===== src/rtl/mem_arb.sv =====
// Two-port memory arbiter: instruction fetch and data access share one
// single-cycle-latency memory, with anti-starvation for the fetch port.
`ifndef SIZE_ADDR
`define SIZE_ADDR 32
`endif
`ifndef SIZE_DATA
`define SIZE_DATA 32
`endif

module mem_arb #(
    parameter int STARVE_MAX = 3,
    parameter int CNT_W      = 2
) (
    input  logic                  iw_clk,
    input  logic                  iw_rst,
    input  logic                  iw_i_req,
    input  logic [`SIZE_ADDR-1:0] iw_i_addr,
    output logic                  ow_i_gnt,
    output logic                  ow_i_stall,
    output logic                  ow_i_rvalid,
    output logic [`SIZE_DATA-1:0] ow_i_rdata,
    input  logic                  iw_d_req,
    input  logic                  iw_d_we,
    input  logic [`SIZE_ADDR-1:0] iw_d_addr,
    input  logic [`SIZE_DATA-1:0] iw_d_wdata,
    output logic                  ow_d_gnt,
    output logic                  ow_d_stall,
    output logic                  ow_d_rvalid,
    output logic [`SIZE_DATA-1:0] ow_d_rdata,
    output logic                  ow_mem_we,
    output logic [`SIZE_ADDR-1:0] ow_mem_addr,
    output logic [`SIZE_DATA-1:0] ow_mem_wdata,
    input  logic [`SIZE_DATA-1:0] iw_mem_rdata
);

    typedef enum logic [1:0] {
        OWN_NONE = 2'd0,
        OWN_I    = 2'd1,
        OWN_D    = 2'd2
    } owner_e;

    localparam logic [CNT_W-1:0] LP_MAX = CNT_W'(STARVE_MAX);
    localparam logic [CNT_W-1:0] LP_ONE = CNT_W'(1);

    logic [CNT_W-1:0] r_starve;
    owner_e           r_owner;
    owner_e           w_owner_nxt;
    logic             w_i_gnt;
    logic             w_d_gnt;
    logic             w_starved;

    // Data wins ties until the fetch port has been denied STARVE_MAX times.
    always_comb begin
        w_starved = (r_starve >= LP_MAX);
        w_i_gnt   = iw_i_req & (~iw_d_req | w_starved);
        w_d_gnt   = iw_d_req & ~w_i_gnt;
    end

    assign ow_i_gnt   = w_i_gnt;
    assign ow_d_gnt   = w_d_gnt;
    assign ow_i_stall = iw_i_req & ~w_i_gnt;
    assign ow_d_stall = iw_d_req & ~w_d_gnt;

    always_comb begin
        ow_mem_addr  = '0;
        ow_mem_wdata = '0;
        ow_mem_we    = 1'b0;
        if (w_d_gnt) begin
            ow_mem_addr  = iw_d_addr;
            ow_mem_wdata = iw_d_wdata;
            ow_mem_we    = iw_d_we & ~iw_rst;
        end else if (w_i_gnt) begin
            ow_mem_addr = iw_i_addr;
        end
    end

    always_ff @(posedge iw_clk or posedge iw_rst) begin
        if (iw_rst) begin
            r_starve <= '0;
        end else if (w_i_gnt) begin
            r_starve <= '0;
        end else if (iw_i_req && (r_starve < LP_MAX)) begin
            r_starve <= r_starve + LP_ONE;
        end
    end

    // Writes leave no owner, so they never raise a read-valid.
    always_comb begin
        w_owner_nxt = OWN_NONE;
        if (w_i_gnt) begin
            w_owner_nxt = OWN_I;
        end else if (w_d_gnt && !iw_d_we) begin
            w_owner_nxt = OWN_D;
        end
    end

    always_ff @(posedge iw_clk or posedge iw_rst) begin
        if (iw_rst) begin
            r_owner <= OWN_NONE;
        end else begin
            r_owner <= w_owner_nxt;
        end
    end

    assign ow_i_rvalid = (r_owner == OWN_I);
    assign ow_d_rvalid = (r_owner == OWN_D);
    assign ow_i_rdata  = ow_i_rvalid ? iw_mem_rdata : '0;
    assign ow_d_rdata  = ow_d_rvalid ? iw_mem_rdata : '0;

endmodule


===== config.mk =====
export PLATFORM = sky130hd
export DESIGN_NAME = mem_arb
export DESIGN_NICKNAME = d
export VERILOG_FILES = /design/src/rtl/mem_arb.sv
export SDC_FILE = /design/constraint.sdc
export NUM_CORES = 1
export LEC_CHECK = 0
export CORE_AREA = 2 2 105 107
export DETAILED_ROUTE_END_ITERATION = 16
export DIE_AREA = 0 0 107 109
export GPL_ROUTABILITY_DRIVEN = 0
export HOLD_SLACK_MARGIN = 0.12
export PLACE_DENSITY = 0.61
export RECOVER_POWER = 100
export SLEW_MARGIN = 20
export SYNTH_ARGS = -nofsm -noshare
export SYNTH_HDL_FRONTEND = slang
export SYNTH_SLANG_ARGS = --single-unit

===== constraint.sdc =====
create_clock -name iw_clk -period 2 [get_ports iw_clk]
set_clock_uncertainty 0.2 [all_clocks]
set_input_delay 0.4 -clock iw_clk [delete_from_list [all_inputs] [get_ports iw_clk]]
set_output_delay 0.4 -clock iw_clk [all_outputs]
set_load 0.01 [all_outputs]

[Word level (Yosys, flattened, before mapping)]
Index checks and enable logic that the tools add are counted.
Operators by class
  $lt $le $gt $ge: 2
  reductions and logical operators: 4
  equality and inequality tests: 2
  bitwise gates (word level): 10
  $add $sub $neg: 1
  multiplexer cells: 10
Operators with widths (number)
  $mux W32: 5
  $mux W2: 4
  $and A1 B1 Y1: 5
  $not A1 Y1: 4
  $add A2 B1 Y2 const B: 1
  $eq A2 B1 Y1 const B: 1
  $eq A2 B2 Y1 const B: 1
  $ge A2 B2 Y1 const B: 1
  $logic_and A1 B1 Y1: 2
  $lt A2 B2 Y1 const B: 1
  $reduce_bool A2 Y1: 1
  $logic_not A1 Y1: 1
  $mux W1: 1
  $or A1 B1 Y1: 1
Storage, ports and cells
  input port bits: 133
  bits in registers: 4
  output and inout port bits: 135
  logic and storage cells: 31

[Depth between registers and ports, before layout]
  depth in word-level cells: 8
  depth in mapped cells: 5
  depth with buffers taken out: 3

[Worst setup path before layout]
OpenSTA, ideal clock, no wires.
  path kind: register -> output
  from: register r_starve[0]
  to: output ow_mem_addr[10]
  slack: 89 ps
  arrival: 1311 ps
  required time: 1400 ps
  cell stages (with the launch flop): 6
  buffers on the path: 2
  cells stage by stage: dfrtp_1 ha_1 nand2b_1 buf_6 buf_8 a32o_1
Between the ends
  cells in the longest elaborated chain, start to end: 6
  elaborated cells on any way between the ends: 7
  those cells by class: order compare (1); mux (2); bitwise (4)
RTL lines
  from (decl): RTL line 45  | logic [CNT_W-1:0] r_starve;
  from (signal assigned): RTL line 83  | r_starve <= r_starve + LP_ONE;
  $ge A2 B2 Y1 *: RTL line 54  | w_starved = (r_starve >= LP_MAX);
  $or A1 B1 Y1 *: RTL line 55  | w_i_gnt = iw_i_req & (~iw_d_req | w_starved);
  $and A1 B1 Y1 *: RTL line 55
  $not A1 Y1: RTL line 56  | w_d_gnt = iw_d_req & ~w_i_gnt;
  $and A1 B1 Y1: RTL line 56
  $mux W32 *: RTL line 68  | if (w_d_gnt) begin
  to (decl): RTL line 31  | output logic [`SIZE_ADDR-1:0] ow_mem_addr,
Mark *: on every way between the ends. The rest lies on a longest branch, timed or not.

[Worst setup path in the final report]
  from: register r_starve[0]
  to: output ow_mem_addr[27]
The elaborated chain is that of the path after synthesis.

==> metrics.txt <==
# TYPE chip_impl_metric gauge
chip_impl_info{name="result_of_the_run",value="finished with violations"} 1
chip_impl_info{name="violated_checks",value="negative setup slack"} 1
chip_impl_metric{name="antenna_violating_nets_post_route",unit=""} 0
chip_impl_metric{name="worst_ep_arrival_time",unit="ps"} 1620
chip_impl_metric{name="clk_path_buf_depth",unit=""} 2
chip_impl_metric{name="number_of_enable_flip_flop_cells_after_synthesis",unit=""} 0
chip_impl_metric{name="post-route-period-util",unit="%"} 111
chip_impl_info{name="layout_commonest_cell",value="sky130_fd_sc_hd__clkdlybuf4s50_1"} 1
chip_impl_info{name="worst_path_most_repeated_cell",value="sky130_fd_sc_hd__buf_12"} 1
chip_impl_metric{name="syn_nets",unit=""} 304
chip_impl_info{name="critical-path-top-delay-family",value="buffers and inverters"} 1
chip_impl_metric{name="max-slew-margin-rel",unit="%"} 84.4
chip_impl_metric{name="yosys_warnings",unit=""} 0
chip_impl_metric{name="first_pass_grt_wire_length",unit="µm"} 11800
chip_impl_metric{name="path_depth",unit=""} 7
chip_impl_metric{name="clock_tree.htree_level_count",unit=""} 1
chip_impl_metric{name="detail_routed_via_count_per_cell",unit=""} 4.09
chip_impl_info{name="final_cell_mix",value="sky130_fd_sc_hd__clkdlybuf4s50_1 (166), sky130_fd_sc_hd__and2_1 (64), sky130_fd_sc_hd__buf_6 (45)"} 1
chip_impl_metric{name="synth.top_cell.area_share",unit="%"} 46.5
chip_impl_info{name="grt_most_used_layer",value="met2"} 1
chip_impl_metric{name="grt_start_max_net_pins",unit=""} 34
chip_impl_metric{name="max_cap_viols",unit=""} 0
chip_impl_metric{name="clkTransAtPathRegs",unit="ps"} 30
chip_impl_info{name="cell_by_cell_listing_of_the_critical_path",value="ha_4 > a21boi_4 > buf_12 > buf_12 > buf_6 > a32o_1 > buf_2"} 1
chip_impl_metric{name="tightest_slew",unit="ps"} 232
chip_impl_metric{name="met2_usage",unit="%"} 25.3
chip_impl_info{name="crit_path_start_kind",value="flop"} 1
chip_impl_metric{name="synthesis.area",unit="mm²"} 0.00129
chip_impl_metric{name="number_of_antenna_violations_at_the_first_check_in_global_routing",unit=""} 0
chip_impl_metric{name="area_growth_syn_to_layout",unit="%"} 253
chip_impl_metric{name="first_pass_iters",unit=""} 4
chip_impl_info{name="kind_of_capture_point_of_the_worst_setup_path",value="primary output"} 1
chip_impl_metric{name="route.final.wire_length",unit="µm"} 8790
chip_impl_metric{name="initialDrtViolationCount",unit=""} 91
chip_impl_metric{name="placement.setup.worst_slack",unit="ps"} -698
chip_impl_metric{name="netlist_instances",unit=""} 170
chip_impl_metric{name="drive_gt1_share",unit="%"} 32.7
chip_impl_metric{name="final-setup-viol-count",unit=""} 105
chip_impl_info{name="netlist.top_cell.by_area",value="sky130_fd_sc_hd__and2_1"} 1
chip_impl_metric{name="timing.final.crit_period",unit="ps"} 2220
chip_impl_metric{name="dieArea",unit="mm²"} 0.0117
chip_impl_metric{name="worst_ep_required_time",unit="ps"} 1400
chip_impl_metric{name="die_width",unit="µm"} 107
chip_impl_metric{name="antenna_cells_inserted",unit=""} 0
chip_impl_info{name="yosys-top-cells-area",value="sky130_fd_sc_hd__and2_1 (47%), sky130_fd_sc_hd__a32o_1 (23%), sky130_fd_sc_hd__dfrtp_1 (7.8%)"} 1
chip_impl_metric{name="clock_latency",unit="ps"} 210
chip_impl_metric{name="worst_ir_drop_vdd",unit="mV"} 0.142
chip_impl_metric{name="tns",unit="ps"} -18220
chip_impl_metric{name="rows",unit=""} 38
chip_impl_metric{name="synthesis.area_per_instance",unit="µm²"} 7.60
chip_impl_metric{name="design.final.nets",unit=""} 591
chip_impl_metric{name="vias",unit=""} 2434
chip_impl_metric{name="finalHoldViolCount",unit=""} 0
chip_impl_metric{name="synth.ff_latch_count",unit=""} 4
chip_impl_metric{name="cts.sinks",unit=""} 4
chip_impl_metric{name="grt_overflow_total",unit=""} 0
chip_impl_metric{name="cts_inserted_buffers",unit=""} 3
chip_impl_metric{name="groute.layer.met1.usage",unit="%"} 12.2
chip_impl_metric{name="via_count_of_the_first_global_routing_pass",unit=""} 2387
chip_impl_metric{name="grt_use_total",unit="%"} 12.6
chip_impl_metric{name="rr_worst_depth",unit=""} 6
chip_impl_metric{name="crit_path_max_fanout",unit=""} 8
chip_impl_metric{name="vertical_die_dimension",unit="µm"} 109
chip_impl_info{name="crit_slowest_cell",value="sky130_fd_sc_hd__dfrtp_1"} 1
chip_impl_metric{name="timing.fmax",unit="MHz"} 451
chip_impl_metric{name="detail_route.drc_violations",unit=""} 0
chip_impl_metric{name="synth.lib_cells_used.distinct",unit=""} 21
chip_impl_metric{name="routedWlPerCell",unit="µm"} 14.8
chip_impl_info{name="tritoncts",value="done"} 1
chip_impl_info{name="clock-root-buffer",value="sky130_fd_sc_hd__clkbuf_8"} 1
chip_impl_metric{name="power_density",unit="mW/mm²"} 289
chip_impl_info{name="grt_setup_unrepaired",value="true"} 1
chip_impl_metric{name="slew_violations",unit=""} 0
chip_impl_metric{name="finalWorstSetupSlack",unit="ps"} -218
chip_impl_metric{name="count_of_buffers_inserted_at_the_top_level_ports",unit=""} 267
chip_impl_info{name="worst_hold_path_type",value="in -> async"} 1
chip_impl_info{name="ys.flop_type",value="sky130_fd_sc_hd__dfrtp_1"} 1
chip_impl_metric{name="fin_hold_ws",unit="ps"} 470
chip_impl_metric{name="num-fill-cells",unit=""} 1072
chip_impl_metric{name="worst-path-buf-inv",unit=""} 4
chip_impl_metric{name="ys_async_sr_fraction",unit="%"} 100
chip_impl_info{name="timing_worst_setup_path_type",value="reg -> out"} 1
chip_impl_metric{name="start_util",unit="%"} 12.2
chip_impl_metric{name="synth_seq_area_share",unit="%"} 7.75
chip_impl_metric{name="grt.met3_usage",unit="%"} 4.12
chip_impl_metric{name="post-dp-hpwl",unit="µm"} 6280
chip_impl_metric{name="design.portCount",unit=""} 268
chip_impl_metric{name="core_area",unit="mm²"} 0.0106
chip_impl_metric{name="p_leak",unit="nW"} 2.08
chip_impl_metric{name="slowest_delay",unit="ps"} 400
metrics by stage:
| step | utilization (%) | instance area (µm²) | std cells | total power, mW |
|---|---|---|---|---|
| after CTS | 39.2 | 4160 | 588 | 1.20 |
| after global routing | 43.0 | 4560 | 595 | 1.41 |
| after floorplan | - | 1290 | 170 | 0.413 |
| after detailed placement | 39.3 | 4170 | 570 | 1.03 |
| after global placement | 39.3 | 4170 | 570 | 1.02 |
| final | 43.0 | 4560 | 595 | 1.32 |
registers in the layout, indices dropped and copies added (netlist names):
signal / cells
r_owner: 2
r_starve: 2
cell families after synthesis:
| logic type | count (synthesis) | synth area share, % |
|---|---|---|
| buffers and inverters | 23 | 12.8 |
| AOI/OAI and AO/OA | 35 | 26.9 |
| DFF | 4 | 7.75 |
| and+or+nand+nor | 107 | 51.6 |
| adders and majority gates | 1 | 0.969 |
cells in the mapped netlist (2+ instances only):
cell type                  instances
sky130_fd_sc_hd__dfrtp_1           4
sky130_fd_sc_hd__a32o_1           30
sky130_fd_sc_hd__inv_1             2
sky130_fd_sc_hd__a32o_2            2
sky130_fd_sc_hd__buf_6             5
sky130_fd_sc_hd__buf_2             6
sky130_fd_sc_hd__nand2_1           2
sky130_fd_sc_hd__buf_8             3
sky130_fd_sc_hd__clkbuf_1          7
sky130_fd_sc_hd__and2_1           96
sky130_fd_sc_hd__nand2b_1          2
sky130_fd_sc_hd__nor2b_1           2
tightest hold or removal path, stage by stage:
cell	delay, ps
sky130_fd_sc_hd__dlygate4sd3_1	540
sky130_fd_sc_hd__inv_1	90
sky130_fd_sc_hd__clkbuf_1	220
per-layer routing:
| metal | wire [µm] | part of all wire (%) | vias to the layer above |
|---|---|---|---|
| met1 | 2850 | 32 | 1104 |
| met3 | 941 | 11 | 6 |
| met5 | 0 | 0 | - |
| met4 | 113 | 1.3 | 0 |
| li1 | - | - | 1173 |
| met2 | 4880 | 56 | 151 |
repair_timing:
item / CTS / global route
cloned: 5 / 6
resized for setup: 320 / 84
buffers inserted: 10 / 4
hold buffers: 0 / 0
endpoints found under the setup margin: 135 / 132
pin swaps: 12 / 52
cell type report:
class                   count  area [µm²]  share of cell area, %
clock buffers               3        41.3                  0.905
inverters                   2        7.51                  0.165
multi-input cells         143        1150                   25.2
flip-flops and latches      4         100                   2.19
well taps                 140         175                   3.84
repair buffers            303        3090                   67.7
power by group:
part           leakage [nW]  total, mW  switching [mW]  internal [mW]
Sequential           0.0518     0.0986         0.00811         0.0905
Combinational          2.01       1.06           0.364          0.695
Clock                0.0216      0.163          0.0355          0.128
path summary, 6_finish.rpt:
path,end,from,slack (ps)
max in group asynchronous,r_starve[0],iw_rst,940
worst max-delay path,ow_mem_addr[27],r_starve[0],-220
worst max register to register,r_owner[1],r_starve[0],430
min in group iw_clk,r_starve[1],r_starve[1],500
worst min-delay path,r_owner[0],iw_rst,470
worst min register to register,r_starve[1],r_starve[1],500
No activity file was read; power rests on OpenSTA's default activity.
